<file path="src/rtl/m_step_counter.sv">
// m_step_counter: loadable up/down counter/accumulator with programmable step,
// wrap or saturate mode, cascade carry-out and sticky overflow flag.
module m_step_counter #(
    parameter int unsigned      WIDTH       = 16,
    parameter int unsigned      STEP_WIDTH  = 8,
    parameter bit               SATURATE    = 1'b0,
    parameter logic [WIDTH-1:0] RESET_VALUE = '0
) (
    input  logic                  CLK,
    input  logic                  RESET,
    input  logic                  LD,
    input  logic [WIDTH-1:0]      D,
    input  logic                  EN,
    input  logic                  CI,
    input  logic                  UP,
    input  logic [STEP_WIDTH-1:0] STEP,
    input  logic                  CLR_OVF,
    output logic [WIDTH-1:0]      Q,
    output logic                  CO,
    output logic                  WRAP,
    output logic                  OVF
);

    // One extra bit holds the carry (add) or borrow (subtract).
    localparam int unsigned EXT_W = WIDTH + 1;

    logic [EXT_W-1:0] step_ext;
    logic [EXT_W-1:0] sum;
    logic [EXT_W-1:0] diff;
    logic             over;
    logic             under;
    logic             step_en;
    logic             wrap_evt;
    logic [WIDTH-1:0] q_next;

    // Step arithmetic, range detection, clamping and the cascade carry-out.
    always_comb begin
        step_ext = EXT_W'(STEP);
        sum      = {1'b0, Q} + step_ext;
        diff     = {1'b0, Q} - step_ext;
        over     = UP & sum[WIDTH];
        under    = ~UP & diff[WIDTH];
        step_en  = EN & CI & ~LD;
        wrap_evt = step_en & (over | under);
        CO       = wrap_evt & ~RESET;
        q_next   = UP ? sum[WIDTH-1:0] : diff[WIDTH-1:0];
        if (SATURATE && over) begin
            q_next = '1;
        end
        if (SATURATE && under) begin
            q_next = '0;
        end
    end

    // Counter value and the one-cycle wrap pulse; priority reset > load > step > hold.
    always_ff @(posedge CLK) begin
        if (RESET) begin
            Q    <= RESET_VALUE;
            WRAP <= 1'b0;
        end else if (LD) begin
            Q    <= D;
            WRAP <= 1'b0;
        end else if (step_en) begin
            Q    <= q_next;
            WRAP <= wrap_evt;
        end else begin
            WRAP <= 1'b0;
        end
    end

    // Sticky overflow flag; a new overflow wins over a simultaneous clear.
    always_ff @(posedge CLK) begin
        if (RESET) begin
            OVF <= 1'b0;
        end else if (wrap_evt) begin
            OVF <= 1'b1;
        end else if (CLR_OVF) begin
            OVF <= 1'b0;
        end
    end

endmodule

</file>
<file path="config.mk">
export PLATFORM = sky130hd
export DESIGN_NAME = m_step_counter
export DESIGN_NICKNAME = d
export VERILOG_FILES = /design/src/rtl/m_step_counter.sv
export SDC_FILE = /design/constraint.sdc
export NUM_CORES = 1
export LEC_CHECK = 0
export CAP_MARGIN = 40
export CORE_ASPECT_RATIO = 1.75
export CORE_MARGIN = 1
export CORE_UTILIZATION = 52
export CTS_CLUSTER_DIAMETER = 50
export DETAILED_ROUTE_END_ITERATION = 8
export PLACE_DENSITY_LB_ADDON = 0.05
export RECOVER_POWER = 50
export SLEW_MARGIN = 40
export SYNTH_ARGS = -nofsm -noshare
export SYNTH_HDL_FRONTEND = slang
export SYNTH_SLANG_ARGS = --single-unit
</file>
<file path="constraint.sdc">
create_clock -name CLK -period 4.5 [get_ports CLK]
set_input_delay 1.125 -clock CLK [delete_from_list [all_inputs] [get_ports CLK]]
set_output_delay 1.125 -clock CLK [all_outputs]
set_load 0.01 [all_outputs]
</file>
==> results of run 1 <==
## logic make-up (layout without fill, tap and decap cells)
logic type,Yosys count,in the layout,synth area share
AOI/OAI and AO/OA,77,77,0.306
xor gates and xnor gates,5,5,0.0250
adders and majority gates,18,18,0.137
buffers and inverters,26,92,0.0572
DFF,18,18,0.206
muxes,2,2,0.0114
and+or+nand+nor,89,89,0.257
## path summary, 6_finish.rpt
kind	start	to	slack, ns	cells past startpoint
setup / recovery	STEP[0]	CO	0.18	9
hold / removal	OVF	OVF	0.46	1
setup reg to reg	Q[3]	Q[11]	1.94	9
hold reg to reg	OVF	OVF	0.46	1
## layout make-up
type	instances	area (sq um)	share of cell area
Clock buffer	4	55.1	0.0221
Inverter	16	60.1	0.0241
Multi-Input combinational cell	191	1300	0.522
Sequential cell	18	360	0.145
Tap cell	43	53.8	0.0216
Timing Repair Buffer	72	659	0.265
## worst reg2reg max path, stage by stage, from the launching register on
cell	delay (ns)
dfxtp_1	0.33
ha_1	0.33
buf_4	0.16
buf_4	0.13
nor2_1	0.07
o311ai_1	0.17
a2111o_1	0.51
a211oi_1	0.37
nor2_1	0.11
a2111oi_2	0.29
## through the flow
| stage | area (sq um) | TNS, ns | hold WS, ns |
|---|---|---|---|
| after detailed placement | 2430 | -0.205 | 0.449 |
| final | 2490 | 0 | 0.458 |
| after CTS | 2490 | 0 | 0.466 |
| after floorplan | 1750 | 0 | 0.497 |
| after global placement | 2430 | -0.187 | 0.444 |
| after global routing | 2490 | 0 | 0.474 |
## state kept, by name, indices dropped and copies added (netlist names)
register	cells
Q	16
OVF	1
WRAP	1
## timing repair
| action | 4_1_cts | 5_1_grt |
|---|---|---|
| pin swaps | 0 | 1 |
| setup endpoints to repair | 1 | 1 |
| gates resized for setup | 3 | 2 |
## cells in the mapped netlist, drive strengths merged (3+ instances only)
cell type	n
inv	16
a21oi	23
a22oi	3
a211oi	14
o21a	3
and3	9
nor3	8
xnor2	3
o21ai	9
nor2	23
nand2b	5
ha	16
a31oi	3
a2111oi	4
nor2b	5
clkbuf	8
nor4	6
dfxtp	18
nand2	19
## layout by cell type, fill, tap and decap left out, types with 12 or more instances in the layout
cell,netlist,routed
inv_1,14,14
ha_1,16,16
a211oi_1,13,12
nor2_1,23,23
a21oi_1,23,22
dfxtp_1,18,18
dlygate4sd3_1,0,17
buf_4,0,22
nand2_1,19,19
clkdlybuf4s50_1,0,31
## layer usage
metal / track usage / part of all wire
met5: 0 / 0
met3: 0.0205 / 0.037
met4: 0.162 / 0.040
met2: 0.562 / 0.55
met1: 0.320 / 0.37
## power by group
group	switching, mW	internal (mW)
registers	0.0154	0.171
clock network	0.0622	0.0779
logic	0.109	0.113
total	0.186	0.362
==> metrics.cfg, run 1 <==
[timing]
rsz0062_at_grt=no
max_freq_mhz=231
hold_viol=0
fin_crit_sh=0.960
fin_ws_ns=0.180
timing.final.crit_period_ns=4.32
setup_viol=0
slew_headroom=0.577
finalMaxSlewViolations=0
tightest_slew_ns=0.635
fin_worst_skew_ns=0.00281

[logic_synthesis]
synth_nets=284
ys.flop_type=dfxtp_1
synth.area.top_cells=dfxtp_1, ha_1, a21oi_1
synth_top_area_frac=0.206
yosysUniqueCellTypes=51
async_reset_ff_frac=0
synth-edff-count=0
avgSynthCellArea_sq_um=7.44
ys_seq_elements=18
synth_area_sq_um=1750
yosys_warnings=0
synthCells=235
yosysSeqAreaShare=0.206
yosysTopAreaCell=dfxtp_1

[cells_and_area]
nets=351
utilization=0.784
fill_cells=270
stdcell_count=344
layout-drive-gt1-share=0.113
n_antenna_cell=0
area.growth.synth_to_final_pct=42.3

[setup_path]
slowest_delay_ns=0.43
endpoint_kind=output pin
cp.required_ns=3.38
cp-start-kind=input port
cp_slowest_cell=clkdlybuf4s50_1
cp_max_fo=2
path_delay_family=buffers and inverters
critPathArrivalTime_ns=3.19
cp.buffers_inverters=2
critPathKind=in -> out
crit_chain=clkdlybuf4s50_1 -> ha_1 -> fa_1 -> nor2b_2 -> o211ai_1 -> a211oi_2 -> nand4_1 -> a21oi_2 -> clkdlybuf4s15_1

[placed_design]
dp_slack_ns=-0.205
gp_congestion=0.911
hpwl_um=4080
post-place-cells=340
port_buffers=49

[routing]
ant_nets=0
drt_pass1_iterations=4
drt_iter0_drc=64
num_vias=2044
drt-wirelength-per-cell_um=15.1
drc=0
wirelength_um=5190
viasPerCell=5.94

[die]
die_y_um=78.7
fp.dieW_um=45.8
dieArea_sq_um=3610
num_io_pins=50
initial_core_util=0.551
rows=27
core-area_sq_um=3180

[run]
cap_violations=0

[clock_tree]
cts_buffers=3
holdBufCountCts=0
cts_max_level=1
post_cts.repair.setup_buffers=0
cts_buffer_depth=2
clock_sinks=18
root_buffer=clkbuf_8
insertion_delay_ns=0.26
clk_pin_slew_worst_paths_ns=0.08
cts_tree=yes

[power]
power.total_uw=548
pwr_density_cell_nw_per_um2=220
ir_drop_mv=0.194
leakage_nw=1.09

[global_route]
grt_pass1_vias=1979
grt.overflow.total=0
antenna_found_initial=0
grt.total_usage=0.306
grt_max_degree=24
grt_pass1_wl_um=8330

[worst_hold_path]
hold_class=reg -> reg

[run_status]
status=finished, final reports clean

Note: power is estimated with default switching activity, not from simulation.
==> run 2, diff against run 1 <==
Settings changed: CTS_CLUSTER_SIZE from default to 8.
==> results of run 2 <==
Same layout as run 1: the final DEF is identical, and so are final timing and power.
